[config.mk]
export PLATFORM = sky130hd
export DESIGN_NAME = stage_mem_ctrl_flat
export DESIGN_NICKNAME = d
export VERILOG_FILES = /design/src/rtl/stage_mem_ctrl_if.sv /design/src/rtl/stage_mem_ctrl.sv /design/src/flat_wrapper.sv
export SDC_FILE = /design/constraint.sdc
export NUM_CORES = 1
export LEC_CHECK = 0
export CORE_MARGIN = 10
export CORE_UTILIZATION = 48
export CTS_CLUSTER_DIAMETER = 100
export DETAILED_ROUTE_END_ITERATION = 10
export PLACE_DENSITY = 0.91
export SYNTH_ARGS = -nofsm -noshare
export SYNTH_HDL_FRONTEND = slang
export SYNTH_SLANG_ARGS = --single-unit
[constraint.sdc]
create_clock -name clk -period 15.05 [get_ports clk]
set_clock_uncertainty 0.15 [all_clocks]
set_input_delay 3.01 -clock clk [delete_from_list [all_inputs] [get_ports clk]]
set_output_delay 3.01 -clock clk [all_outputs]
set_load 0.02 [all_outputs]
[src/rtl/stage_mem_ctrl_if.sv]
// MMU request/ack bus between the memory stage and the MMU.
// master drives the request side, slave returns data/ack/fault.
interface stage_mem_ctrl_if #(
    parameter int EXC_W = 5
);
    logic             mmu_req;
    logic             mmu_we;
    logic [31:0]      mmu_addr;
    logic [3:0]       mmu_be;
    logic [31:0]      mmu_wdata;
    logic [31:0]      mmu_rdata;
    logic             mmu_ack;
    logic             mmu_exc_valid;
    logic [EXC_W-1:0] mmu_exc_code;

    modport master (
        output mmu_req, mmu_we, mmu_addr, mmu_be, mmu_wdata,
        input  mmu_rdata, mmu_ack, mmu_exc_valid, mmu_exc_code
    );

    modport slave (
        input  mmu_req, mmu_we, mmu_addr, mmu_be, mmu_wdata,
        output mmu_rdata, mmu_ack, mmu_exc_valid, mmu_exc_code
    );
endinterface

[src/rtl/stage_mem_ctrl.sv]
// Memory stage: sub-word loads/stores over the MMU handshake,
// precise exceptions and interrupt prioritisation.
module stage_mem_ctrl #(
    parameter int NR_INT     = 8,
    parameter int REG_ADDR_W = 5,
    parameter int EXC_W      = 5,
    parameter int TIMEOUT    = 255,
    parameter int EC_INT     = 0,
    parameter int EC_ADEL    = 4,
    parameter int EC_ADES    = 5,
    parameter int EC_DBE     = 7
) (
    input  logic                  clk,
    input  logic                  rst,
    input  logic                  in_valid,
    input  logic [3:0]            in_op,
    input  logic [31:0]           in_addr,
    input  logic [31:0]           in_wdata,
    input  logic [31:0]           in_alu_result,
    input  logic [REG_ADDR_W-1:0] in_wb_addr,
    input  logic                  in_exc_valid,
    input  logic [EXC_W-1:0]      in_exc_code,
    input  logic [31:0]           in_badvaddr,
    input  logic [NR_INT-1:0]     int_req,
    input  logic [NR_INT-1:0]     int_mask,
    input  logic                  int_enable,
    output logic [NR_INT-1:0]     int_ack,
    output logic                  stall,
    output logic                  wb_valid,
    output logic [REG_ADDR_W-1:0] wb_reg_addr,
    output logic [31:0]           wb_reg_data,
    output logic                  exc_valid,
    output logic [EXC_W-1:0]      exc_code,
    output logic [31:0]           exc_badvaddr,
    output logic [NR_INT-1:0]     exc_ip,
    stage_mem_ctrl_if.master      mmu
);
    localparam logic [3:0] OP_LB  = 4'd1;
    localparam logic [3:0] OP_LBU = 4'd2;
    localparam logic [3:0] OP_LH  = 4'd3;
    localparam logic [3:0] OP_LHU = 4'd4;
    localparam logic [3:0] OP_LW  = 4'd5;
    localparam logic [3:0] OP_SB  = 4'd6;
    localparam logic [3:0] OP_SH  = 4'd7;
    localparam logic [3:0] OP_SW  = 4'd8;

    localparam int CNT_W = (TIMEOUT > 0) ? $clog2(TIMEOUT + 1) : 1;
    localparam logic [CNT_W-1:0] TMO = CNT_W'(TIMEOUT);

    typedef enum logic {IDLE, WAIT} state_t;

    state_t                state;
    logic [CNT_W-1:0]      cnt;
    logic [3:0]            op_q;
    logic [31:0]           addr_q;
    logic [REG_ADDR_W-1:0] wb_q;

    logic                  is_ld;
    logic                  is_st;
    logic [1:0]            sz;
    logic                  misal;
    logic [3:0]            be;
    logic [31:0]           wd;
    logic [NR_INT-1:0]     pend;
    logic [NR_INT-1:0]     int_hot;
    logic                  take_int;
    logic [31:0]           lane;
    logic [31:0]           ld_data;
    logic                  ld_q;

    // sz: 0 byte, 1 half, 2 word
    always_comb begin
        is_ld = 1'b0;
        is_st = 1'b0;
        sz    = 2'd0;
        case (in_op)
            OP_LB, OP_LBU: begin is_ld = 1'b1; sz = 2'd0; end
            OP_LH, OP_LHU: begin is_ld = 1'b1; sz = 2'd1; end
            OP_LW:         begin is_ld = 1'b1; sz = 2'd2; end
            OP_SB:         begin is_st = 1'b1; sz = 2'd0; end
            OP_SH:         begin is_st = 1'b1; sz = 2'd1; end
            OP_SW:         begin is_st = 1'b1; sz = 2'd2; end
            default: ;
        endcase
        misal = (sz == 2'd1 && in_addr[0]) ||
                (sz == 2'd2 && in_addr[1:0] != 2'b00);
        case (sz)
            2'd0:    be = 4'b0001 << in_addr[1:0];
            2'd1:    be = in_addr[1] ? 4'b1100 : 4'b0011;
            default: be = 4'b1111;
        endcase
        case (sz)
            2'd0:    wd = {4{in_wdata[7:0]}};
            2'd1:    wd = {2{in_wdata[15:0]}};
            default: wd = in_wdata;
        endcase
        pend     = int_req & int_mask;
        int_hot  = pend & (~pend + 1'b1);
        take_int = int_enable && (pend != '0);
    end

    assign ld_q = (op_q >= OP_LB) && (op_q <= OP_LW);

    always_comb begin
        lane = mmu.mmu_rdata >> {addr_q[1:0], 3'b000};
        case (op_q)
            OP_LB:   ld_data = {{24{lane[7]}}, lane[7:0]};
            OP_LBU:  ld_data = {24'd0, lane[7:0]};
            OP_LH:   ld_data = {{16{lane[15]}}, lane[15:0]};
            OP_LHU:  ld_data = {16'd0, lane[15:0]};
            default: ld_data = mmu.mmu_rdata;
        endcase
    end

    always_ff @(posedge clk or posedge rst) begin
        if (rst) begin
            state         <= IDLE;
            cnt           <= '0;
            op_q          <= '0;
            addr_q        <= '0;
            wb_q          <= '0;
            int_ack       <= '0;
            stall         <= 1'b0;
            wb_valid      <= 1'b0;
            wb_reg_addr   <= '0;
            wb_reg_data   <= '0;
            exc_valid     <= 1'b0;
            exc_code      <= '0;
            exc_badvaddr  <= '0;
            exc_ip        <= '0;
            mmu.mmu_req   <= 1'b0;
            mmu.mmu_we    <= 1'b0;
            mmu.mmu_addr  <= '0;
            mmu.mmu_be    <= '0;
            mmu.mmu_wdata <= '0;
        end else begin
            wb_valid  <= 1'b0;
            exc_valid <= 1'b0;
            int_ack   <= '0;
            unique case (state)
                IDLE: begin
                    if (in_valid && in_exc_valid) begin
                        exc_valid    <= 1'b1;
                        exc_code     <= in_exc_code;
                        exc_badvaddr <= in_badvaddr;
                        exc_ip       <= '0;
                    end else if (take_int) begin
                        exc_valid <= 1'b1;
                        exc_code  <= EXC_W'(EC_INT);
                        exc_ip    <= int_hot;
                        int_ack   <= int_hot;
                    end else if (in_valid && misal) begin
                        exc_valid    <= 1'b1;
                        exc_code     <= is_st ? EXC_W'(EC_ADES)
                                              : EXC_W'(EC_ADEL);
                        exc_badvaddr <= in_addr;
                        exc_ip       <= '0;
                    end else if (in_valid && !(is_ld || is_st)) begin
                        wb_valid    <= 1'b1;
                        wb_reg_addr <= in_wb_addr;
                        wb_reg_data <= in_alu_result;
                    end else if (in_valid) begin
                        op_q          <= in_op;
                        addr_q        <= in_addr;
                        wb_q          <= in_wb_addr;
                        mmu.mmu_req   <= 1'b1;
                        mmu.mmu_we    <= is_st;
                        mmu.mmu_addr  <= {in_addr[31:2], 2'b00};
                        mmu.mmu_be    <= be;
                        mmu.mmu_wdata <= wd;
                        stall         <= 1'b1;
                        cnt           <= CNT_W'(1);
                        state         <= WAIT;
                    end
                end
                WAIT: begin
                    // counter holds the number of the current WAIT cycle
                    if (mmu.mmu_exc_valid || mmu.mmu_ack ||
                        (TIMEOUT != 0 && cnt == TMO)) begin
                        state       <= IDLE;
                        stall       <= 1'b0;
                        mmu.mmu_req <= 1'b0;
                        cnt         <= '0;
                    end else begin
                        cnt <= cnt + 1'b1;
                    end
                    if (mmu.mmu_exc_valid) begin
                        exc_valid    <= 1'b1;
                        exc_code     <= mmu.mmu_exc_code;
                        exc_badvaddr <= addr_q;
                        exc_ip       <= '0;
                    end else if (mmu.mmu_ack) begin
                        if (ld_q) begin
                            wb_valid    <= 1'b1;
                            wb_reg_addr <= wb_q;
                            wb_reg_data <= ld_data;
                        end
                    end else if (TIMEOUT != 0 && cnt == TMO) begin
                        exc_valid    <= 1'b1;
                        exc_code     <= EXC_W'(EC_DBE);
                        exc_badvaddr <= addr_q;
                        exc_ip       <= '0;
                    end
                end
            endcase
        end
    end
endmodule

[src/flat_wrapper.sv]
// flat-port wrapper written by rule: the top's interface ports become plain ports
module stage_mem_ctrl_flat 
#(
    parameter int NR_INT     = 8,
    parameter int REG_ADDR_W = 5,
    parameter int EXC_W      = 5,
    parameter int TIMEOUT    = 255,
    parameter int EC_INT     = 0,
    parameter int EC_ADEL    = 4,
    parameter int EC_ADES    = 5,
    parameter int EC_DBE     = 7
)
  (clk, rst, in_valid, in_op, in_addr, in_wdata, in_alu_result, in_wb_addr, in_exc_valid, in_exc_code, in_badvaddr, int_req, int_mask, int_enable, int_ack, stall, wb_valid, wb_reg_addr, wb_reg_data, exc_valid, exc_code, exc_badvaddr, exc_ip, mmu_mmu_req, mmu_mmu_we, mmu_mmu_addr, mmu_mmu_be, mmu_mmu_wdata, mmu_mmu_rdata, mmu_mmu_ack, mmu_mmu_exc_valid, mmu_mmu_exc_code);
  stage_mem_ctrl_if #(.EXC_W(EXC_W)) mmu_i ();
  input  logic clk;
  input  logic rst;
  input  logic in_valid;
  input  logic [3:0] in_op;
  input  logic [31:0] in_addr;
  input  logic [31:0] in_wdata;
  input  logic [31:0] in_alu_result;
  input  logic [REG_ADDR_W-1:0] in_wb_addr;
  input  logic in_exc_valid;
  input  logic [EXC_W-1:0] in_exc_code;
  input  logic [31:0] in_badvaddr;
  input  logic [NR_INT-1:0] int_req;
  input  logic [NR_INT-1:0] int_mask;
  input  logic int_enable;
  output logic [NR_INT-1:0] int_ack;
  output logic stall;
  output logic wb_valid;
  output logic [REG_ADDR_W-1:0] wb_reg_addr;
  output logic [31:0] wb_reg_data;
  output logic exc_valid;
  output logic [EXC_W-1:0] exc_code;
  output logic [31:0] exc_badvaddr;
  output logic [NR_INT-1:0] exc_ip;
  output wire logic [$bits(mmu_i.mmu_req)-1:0] mmu_mmu_req;
  output wire logic [$bits(mmu_i.mmu_we)-1:0] mmu_mmu_we;
  output wire logic [$bits(mmu_i.mmu_addr)-1:0] mmu_mmu_addr;
  output wire logic [$bits(mmu_i.mmu_be)-1:0] mmu_mmu_be;
  output wire logic [$bits(mmu_i.mmu_wdata)-1:0] mmu_mmu_wdata;
  input wire logic [$bits(mmu_i.mmu_rdata)-1:0] mmu_mmu_rdata;
  input wire logic [$bits(mmu_i.mmu_ack)-1:0] mmu_mmu_ack;
  input wire logic [$bits(mmu_i.mmu_exc_valid)-1:0] mmu_mmu_exc_valid;
  input wire logic [$bits(mmu_i.mmu_exc_code)-1:0] mmu_mmu_exc_code;
  assign mmu_mmu_req = mmu_i.mmu_req;
  assign mmu_mmu_we = mmu_i.mmu_we;
  assign mmu_mmu_addr = mmu_i.mmu_addr;
  assign mmu_mmu_be = mmu_i.mmu_be;
  assign mmu_mmu_wdata = mmu_i.mmu_wdata;
  assign mmu_i.mmu_rdata = mmu_mmu_rdata;
  assign mmu_i.mmu_ack = mmu_mmu_ack;
  assign mmu_i.mmu_exc_valid = mmu_mmu_exc_valid;
  assign mmu_i.mmu_exc_code = mmu_mmu_exc_code;
  stage_mem_ctrl #(.NR_INT(NR_INT), .REG_ADDR_W(REG_ADDR_W), .EXC_W(EXC_W), .TIMEOUT(TIMEOUT), .EC_INT(EC_INT), .EC_ADEL(EC_ADEL), .EC_ADES(EC_ADES), .EC_DBE(EC_DBE)) u_core (.clk(clk), .rst(rst), .in_valid(in_valid), .in_op(in_op), .in_addr(in_addr), .in_wdata(in_wdata), .in_alu_result(in_alu_result), .in_wb_addr(in_wb_addr), .in_exc_valid(in_exc_valid), .in_exc_code(in_exc_code), .in_badvaddr(in_badvaddr), .int_req(int_req), .int_mask(int_mask), .int_enable(int_enable), .int_ack(int_ack), .stall(stall), .wb_valid(wb_valid), .wb_reg_addr(wb_reg_addr), .wb_reg_data(wb_reg_data), .exc_valid(exc_valid), .exc_code(exc_code), .exc_badvaddr(exc_badvaddr), .exc_ip(exc_ip), .mmu(mmu_i));
endmodule
==> key figures, run 1 <==
Status
  – Run status: complete, no violations

Power and ir drop
  – Final Power: 1.83 mW
  – Cell internal pwr: 1.19 mW
  – Combinational share of power: 38.0%
  – Net Switching: 0.635 mW
  – Switching Fraction: 34.7%
  – P per Cell Area: 136 nW/um2
  – Clock power share: 24.7%
  – Leak: 5.65 nW
  – Share of power burned in registers: 37.4%
  – IR drop worst, VDD: 0.0000866 V

Setup path
  – Max incr delay on CP: 0.58 ns
  – Worst reg2reg path depth: 5
  – Critical Path Slowest Stage Cell: o21ai_0
  – Critical Path RT: 15.21 ns
  – Arrival time worst endpoint: 5.90 ns
  – Worst-path maximum fanout: 29
  – Worst R2R End: u_core.wb_reg_data[12]
  – Crit path cell chain: clkdlybuf4s50_1 > a22oi_2 > nand4_1 > o21ai_0 > nand3_2 > and2_4 > inv_4 > mux2_2
  – Worst Setup Start Kind: input port
  – Worst Path Class, Setup: in2reg
  – R2r setup slk: 11.69 ns
  – Worst R2R Start: u_core.op_q[1]
  – Worst setup EP type: flip-flop

Synthesis
  – Synth Area in XOR/XNOR: 0.0938%
  – Top FF cell, synth: dfrtp_1
  – Largest family of logic cells by synthesized area: multiplexers
  – Syn Std Cell Area: 9340 um2
  – Post-Syn Instances: 905
  – Total of warnings raised by yosys: 0
  – Post-synth EDFFs: 0
  – Avg Inst Size Synth: 10.3 um2
  – Post-synthesis mux area share: 19.9%
  – Synth Area in Compound Gates: 13.3%
  – Cell variety after synth: 67
  – Area share of the largest cell type after synthesis: 48.3%
  – Most area-consuming cells after synthesis: dfrtp_1 (48%), mux2_2 (12%), mux2i_1 (6.6%)
  – Asr flop ratio synth: 100%
  – Seq cells post-synth: 180
  – Synth Area in Adders: 0.134%
  – Post-synth top area cell: dfrtp_1
  – Seq/Total Area, Yosys: 48.3%
  – Simple-Gate Fraction of Synth Area: 12.2%

Global routing
  – Initial antenna violation count: 2
  – Largest net degree at the start of global routing: 90
  – Total track usage: 23.9%
  – First-pass GRT wire length: 48.5 mm
  – Vias in the first global route: 8562
  – Gr ovfl total: 0

Drt
  – Routed len/inst: 21.2 um
  – DR iter-0 viols: 462
  – WL final: 31.4 mm
  – Met2 WL post-DR: 15.4 mm
  – ANT nets after route: 0
  – Routed via count: 8097
  – Max Used Layer: met4
  – Wire length on met1: 12.0 mm
  – TritonRoute pass-1 iters: 5
  – Vias per std cell: 5.47
  – DRC Markers: 0
  – WL met3: 3.06 mm

Cells and area
  – Area grow syn2layout: 44.0%
  – Share of layout cells above drive strength 1: 13.9%
  – Layout net count: 1408
  – Layout Cells excl Fill: 1480
  – # fillers: 1380
  – Reg area: 4510 um2
  – Core Util, Final: 71.2%
  – Multi-input logic area: 4280 um2

Clock network
  – Num CTS Buffers: 17
  – Clk sink count: 180
  – Max Root-Sink Buffers: 2
  – TritonCTS clock tree: built
  – H-tree levels: 4
  – Clock transition at path regs: 0.07 ns
  – Post-CTS Setup Bufs: 0
  – Skew-Pair Late Insertion Delay: 0.43 ns
  – Post_cts resized: 0
  – Hold Buf Count CTS: 0
  – CTS root buf: clkbuf_16

Die
  – Die Width: 159 um
  – Top-level port count: 365
  – Core ar.: 18900 um2
  – Rows: 50
  – Initial Util: 49.4%
  – Die H: 159 um
  – Die area: 25400 um2

Timing
  – RSZ-0062 raised after global routing: false
  – Fmax: 174 MHz
  – Slew Viols, Final: 0
  – Setup TNS: 0 ns
  – Final period util: 38.1%
  – Slew HR: 19.4%
  – Slew @ Worst Pin: 1.20 ns
  – Final critical-path setup slack: 9.31 ns
  – Fin. Hold Viols: 0
  – Final setup viols: 0
  – Minimum clock period: 5.74 ns

Worst hold path
  – Hold Crit Start: u_core.exc_ip[1]
  – Worst Hold Path Cells: 1
  – Hold Path Sink: u_core.exc_ip[1]
  – HP Class: reg2reg

Place
  – DP Cell Count: 1446
  – IO Port Bufs: 362
  – Post-placement worst setup slack: 8.93 ns
  – Gpl congestion: 0.886
  – DP Wirelength: 24.2 mm

Job
  – Max_cap viols: 0
## metrics by stage
step | hold slack, ns | area (um2)
after global placement | 0.300 | 12800
after global routing | 0.349 | 13400
after CTS | 0.333 | 13400
after floorplan | 0.315 | 9340
after detailed placement | 0.316 | 12800
final | 0.330 | 13400
## cells in the final DEF (no fill, tap or decap), types with 3 or more instances in the layout
| cell type | instances |
|---|---|
| nand3b_1 | 7 |
| clkinv_4 | 3 |
| buf_4 | 10 |
| nand2_1 | 134 |
| mux2i_1 | 62 |
| a211oi_1 | 4 |
| clkdlybuf4s50_1 | 362 |
| a21oi_1 | 35 |
| o21ai_0 | 92 |
| a22o_1 | 8 |
| a221o_1 | 6 |
| mux2_4 | 6 |
| mux2_2 | 100 |
| nand3_1 | 19 |
| o21bai_1 | 3 |
| nor3_1 | 7 |
| nor2_1 | 57 |
| clkbuf_16 | 17 |
| inv_8 | 4 |
| inv_1 | 6 |
| nor2b_1 | 3 |
| or2_2 | 3 |
| nand2b_1 | 4 |
| dfrtp_1 | 179 |
| and3_1 | 5 |
| o221a_2 | 3 |
| a221oi_1 | 11 |
| a21o_1 | 8 |
| a211o_1 | 3 |
| inv_6 | 3 |
## worst max-delay path: cells and delay by family
| family | cells | cell delay, ns |
|---|---|---|
| AOI/OAI and AO/OA | 2 | 0.82 |
| buffers and inverters | 2 | 0.75 |
| muxes | 1 | 0.39 |
| and+or+nand+nor | 3 | 0.90 |
## flip-flops by register name (all words and copies together), names as in the netlist, 4 cells and up
register              count
u_core.exc_ip             8
u_core.wb_reg_addr        5
u_core.addr_q            32
u_core.mmu.mmu_be         4
u_core.wb_reg_data       32
u_core.op_q               4
u_core.exc_badvaddr      32
u_core.exc_code           5
u_core.mmu.mmu_wdata     32
u_core.int_ack            8
u_core.cnt                8
u_core.wb_q               5
## layer usage
metal / track usage (%) / up-vias
li1: - / 3779
met1: 26.5 / 3918
met2: 40.1 / 348
met3: 10.4 / 52
met4: 8.59 / 0
met5: 0 / -
## cells in the mapped netlist, drive strengths merged, types with 2 or more instances
library cell,count
nand2,134
a22oi,3
and2,3
o31ai,2
o21bai,3
o21a,2
or2,3
a22o,8
o21ai,92
nand3,20
and3,5
a21oi,36
a211oi,4
a2bb2oi,2
a221oi,11
mux2i,62
inv,8
nor4b,2
nor2b,3
buf,51
nand2b,4
a32oi,2
nand3b,7
a21o,8
nor2,58
nor3b,2
a211o,3
clkbuf,41
o221a,3
nor3,7
a221o,6
mux2,106
and3b,2
o311ai,2
dfrtp,180
## cell type report
type                       instances  share of cell area, %
sequential                       180                   33.5
multi-input combinational        626                   31.8
timing repair buffer             372                   27.5
clock buffer                      19                   3.37
tap                              260                   2.42
clock inverter                    13                   1.03
inverter                           8                  0.279
antenna                            2                 0.0372
## kinds of logic (layout without fill, tap and decap cells)
group / count (synthesis) / count (layout)
DFF: 180 / 180
other: 1 / 4
and+or+nand+nor: 256 / 256
adders and majority gates: 1 / 1
buffers and inverters: 100 / 412
AOI/OAI and AO/OA: 197 / 197
muxes: 169 / 169
xor gates and xnor gates: 1 / 1
## power groups by stage
stage               clock, mW  combinational (mW)  sequential [mW]
floorplan                   0               0.281            0.777
global placement            0               0.685            0.684
detailed placement          0               0.698            0.690
CTS                     0.460               0.701            0.682
global route            0.482               0.738            0.698
finish                  0.451               0.694            0.683
## worst max path at each step
stage,endpoint,start,slack (ns)
after floorplan,u_core.addr_q[0],rst,7.00
after global placement,u_core.wb_reg_data[21],int_req[3],9.06
after detailed placement,u_core.wb_reg_data[13],int_req[3],8.93
after CTS,u_core.wb_reg_data[13],int_req[3],9.38
after global routing,u_core.mmu.mmu_wdata[14],in_op[1],9.21
final,u_core.wb_reg_data[13],int_req[3],9.31
Note: power is estimated with default switching activity, not from simulation.
==> run 2, diff against run 1 <==
--- a/config.mk
+++ b/config.mk
@@ -6,10 +6,10 @@
 export NUM_CORES = 1
 export LEC_CHECK = 0
 export CORE_MARGIN = 10
-export CORE_UTILIZATION = 48
+export CORE_UTILIZATION = 40
 export CTS_CLUSTER_DIAMETER = 100
 export DETAILED_ROUTE_END_ITERATION = 10
-export PLACE_DENSITY = 0.91
+export PLACE_DENSITY = 0.81
 export SYNTH_ARGS = -nofsm -noshare
 export SYNTH_HDL_FRONTEND = slang
 export SYNTH_SLANG_ARGS = --single-unit
==> constraint.sdc (replaced) <==
create_clock -name clk -period 5.2 [get_ports clk]
set_clock_uncertainty 0.15 [all_clocks]
set_input_delay 1.04 -clock clk [delete_from_list [all_inputs] [get_ports clk]]
set_output_delay 1.04 -clock clk [all_outputs]
set_load 0.02 [all_outputs]
==> key figures, run 2 (synthesis results as in run 1) <==
Status
  – Run status: complete, no violations (unchanged)

Power and ir drop
  – Final Power: 5.25 mW (was 1.83 mW)
  – P per Cell Area: 388 nW/um2 (was 136 nW/um2)
  – IR drop worst, VDD: 0.000219 V (was 0.0000866 V)
  – Leak: 5.66 nW (was 5.65 nW)

Timing
  – Slew @ Worst Pin: 1.14 ns (was 1.20 ns)
  – Fin. Hold Viols: 0 (unchanged)
  – Fin Hold WS: 0.322 ns (was 0.330 ns)
  – Final critical-path setup slack: 1.45 ns (was 9.31 ns)
  – Final setup viols: 0 (unchanged)
  – Setup TNS: 0 ns (unchanged)
  – RSZ-0062 raised after global routing: false (unchanged)
  – Final period util: 72.0%
  – Minimum clock period: 3.75 ns
  – Slew Viols, Final: 0 (unchanged)
  – Slew HR: 23.8% (was 19.4%)
  – Fmax: 267 MHz

Die
  – Core ar.: 22800 um2 (was 18900 um2)
  – Die area: 29800 um2 (was 25400 um2)
  – Initial Util: 41.0% (was 49.4%)
  – Die Width: 173 um (was 159 um)
  – Top-level port count: 365 (unchanged)
  – Rows: 55 (was 50)
  – Die H: 173 um (was 159 um)

Clock network
  – Num CTS Buffers: 17 (unchanged)
  – H-tree levels: 4 (unchanged)
  – Skew-Pair Late Insertion Delay: 0.43 ns (about the same)
  – CTS root buf: clkbuf_16 (unchanged)
  – TritonCTS clock tree: built (unchanged)
  – Clock transition at path regs: 0.07 ns (about the same)
  – Clk sink count: 180 (unchanged)
  – Max Root-Sink Buffers: 2 (unchanged)
  – Post-CTS Setup Bufs: 0 (unchanged)
  – Post_cts resized: 0 (unchanged)
  – Hold Buf Count CTS: 0 (unchanged)

Setup path
  – Worst Setup Start Kind: input port (unchanged)
  – Max incr delay on CP: 0.54 ns (was 0.58 ns)
  – Critical Path RT: 5.36 ns (was 15.21 ns)
  – Worst Path Class, Setup: in2reg (unchanged)
  – Crit path cell chain: clkdlybuf4s50_1 > a22oi_2 > nand4_1 > o21ai_0 > nand3_2 > and2_4 > inv_4 > mux2_2 (unchanged)
  – Worst setup EP type: flip-flop (unchanged)
  – R2r setup slk: 1.79 ns (was 11.69 ns)
  – Arrival time worst endpoint: 3.90 ns (was 5.90 ns)
  – Worst-path maximum fanout: 29 (unchanged)
  – Critical Path Slowest Stage Cell: o21ai_0 (unchanged)

Place
  – Gpl congestion: 0.844 (was 0.886)
  – DP Wirelength: 23.2 mm (was 24.2 mm)
  – IO Port Bufs: 362 (unchanged)
  – Post-placement worst setup slack: 1.01 ns (was 8.93 ns)

Global routing
  – First-pass GRT wire length: 47.2 mm (was 48.5 mm)
  – Initial antenna violation count: 4 (was 2)
  – Largest net degree at the start of global routing: 181 (was 90)
  – Vias in the first global route: 8088 (was 8562)
  – Total track usage: 19.8% (was 23.9%)
  – Gr ovfl total: 0 (unchanged)

Cells and area
  – Area grow syn2layout: 45.0% (was 44.0%)
  – Commonest non-fill, non-tap cell in the layout: clkdlybuf4s50_1 (unchanged)
  – Most frequent cells in the layout: clkdlybuf4s50_1 (362), dfrtp_1 (179), nand2_1 (134), mux2_2 (100), o21ai_0 (92) (unchanged)
  – Share of layout cells above drive strength 1: 13.9% (unchanged)
  – Layout net count: 1408 (unchanged)

Drt
  – DRC Markers: 0 (unchanged)
  – Routed via count: 7941 (was 8097)
  – Vias per std cell: 5.18 (was 5.47)
  – ANT nets after route: 0 (unchanged)
  – TritonRoute pass-1 iters: 7 (was 5)
  – WL final: 30.8 mm (was 31.4 mm)
  – DR iter-0 viols: 470 (was 462)
  – Routed len/inst: 20.1 um (was 21.2 um)

Worst hold path
  – HP Class: reg2reg (unchanged)

Job
  – Max_cap viols: 0 (unchanged)
## run 2: changes by cell type in the layout (fill, tap and decap cells not counted)
cell        change
buf_12          +1
buf_4           -1
bufinv_16       -1
clkbuf_8        -2
clkinv_8        +4
clkinvlp_4      -1
inv_6           +1
inv_8           -1
o41ai_2         -1
o41ai_4         +1
## run 2: critical path, delay by kind of cell
family,cells,cell delay (ns)
multiplexers,1,0.38
AO/OA/AOI/OAI,2,0.80
buffers and inverters,2,0.77
AND/OR/NAND/NOR,3,0.88
## run 2: metal layers
| metal | track usage [%] | part of all wire, % | up-vias |
|---|---|---|---|
| met4 | 5.57 | 1.7 | 4 |
| met3 | 7.80 | 8.6 | 41 |
| met5 | 0 | 0.068 | - |
| met2 | 33.7 | 50 | 269 |
| met1 | 22.5 | 40 | 3836 |
| li1 | - | - | 3791 |
## run 2: stage by stage
step | util, % | instance area, um2 | instances
6_report | 59.4 | 13500 | 1533
5_1_grt | 59.4 | 13500 | 1533
4_1_cts | 59.4 | 13500 | 1531
3_5_place_dp | 56.8 | 12900 | 1499
3_3_place_gp | 56.8 | 12900 | 1499
2_1_floorplan | - | 9340 | 906
## run 2: path summary, 6_finish.rpt
kind,from,end,depth (start not counted)
min in group asynchronous,rst,u_core.int_ack[2],3
hold / removal,u_core.exc_code[4],u_core.exc_code[4],2
setup reg to reg,u_core.state,u_core.wb_reg_data[15],6
setup / recovery,int_req[3],u_core.wb_reg_data[15],8
max in group asynchronous,rst,u_core.state,3
hold reg to reg,u_core.exc_code[4],u_core.exc_code[4],2
## run 2: power by group
group / internal [mW] / switching (mW) / total [mW]
clock: 0.647 / 0.640 / 1.29
combinational: 1.01 / 0.985 / 2.00
sequential: 1.74 / 0.233 / 1.97
## run 2: cell type report
class | instances | area, um2
Timing Repair Buffer | 372 | 3710
Sequential cell | 180 | 4510
Clock inverter | 15 | 165
Multi-Input combinational cell | 626 | 4290
Inverter | 8 | 36.3
Fill cell | 1913 | 9250
Clock buffer | 17 | 425
Tap cell | 313 | 392
Antenna cell | 2 | 5.00
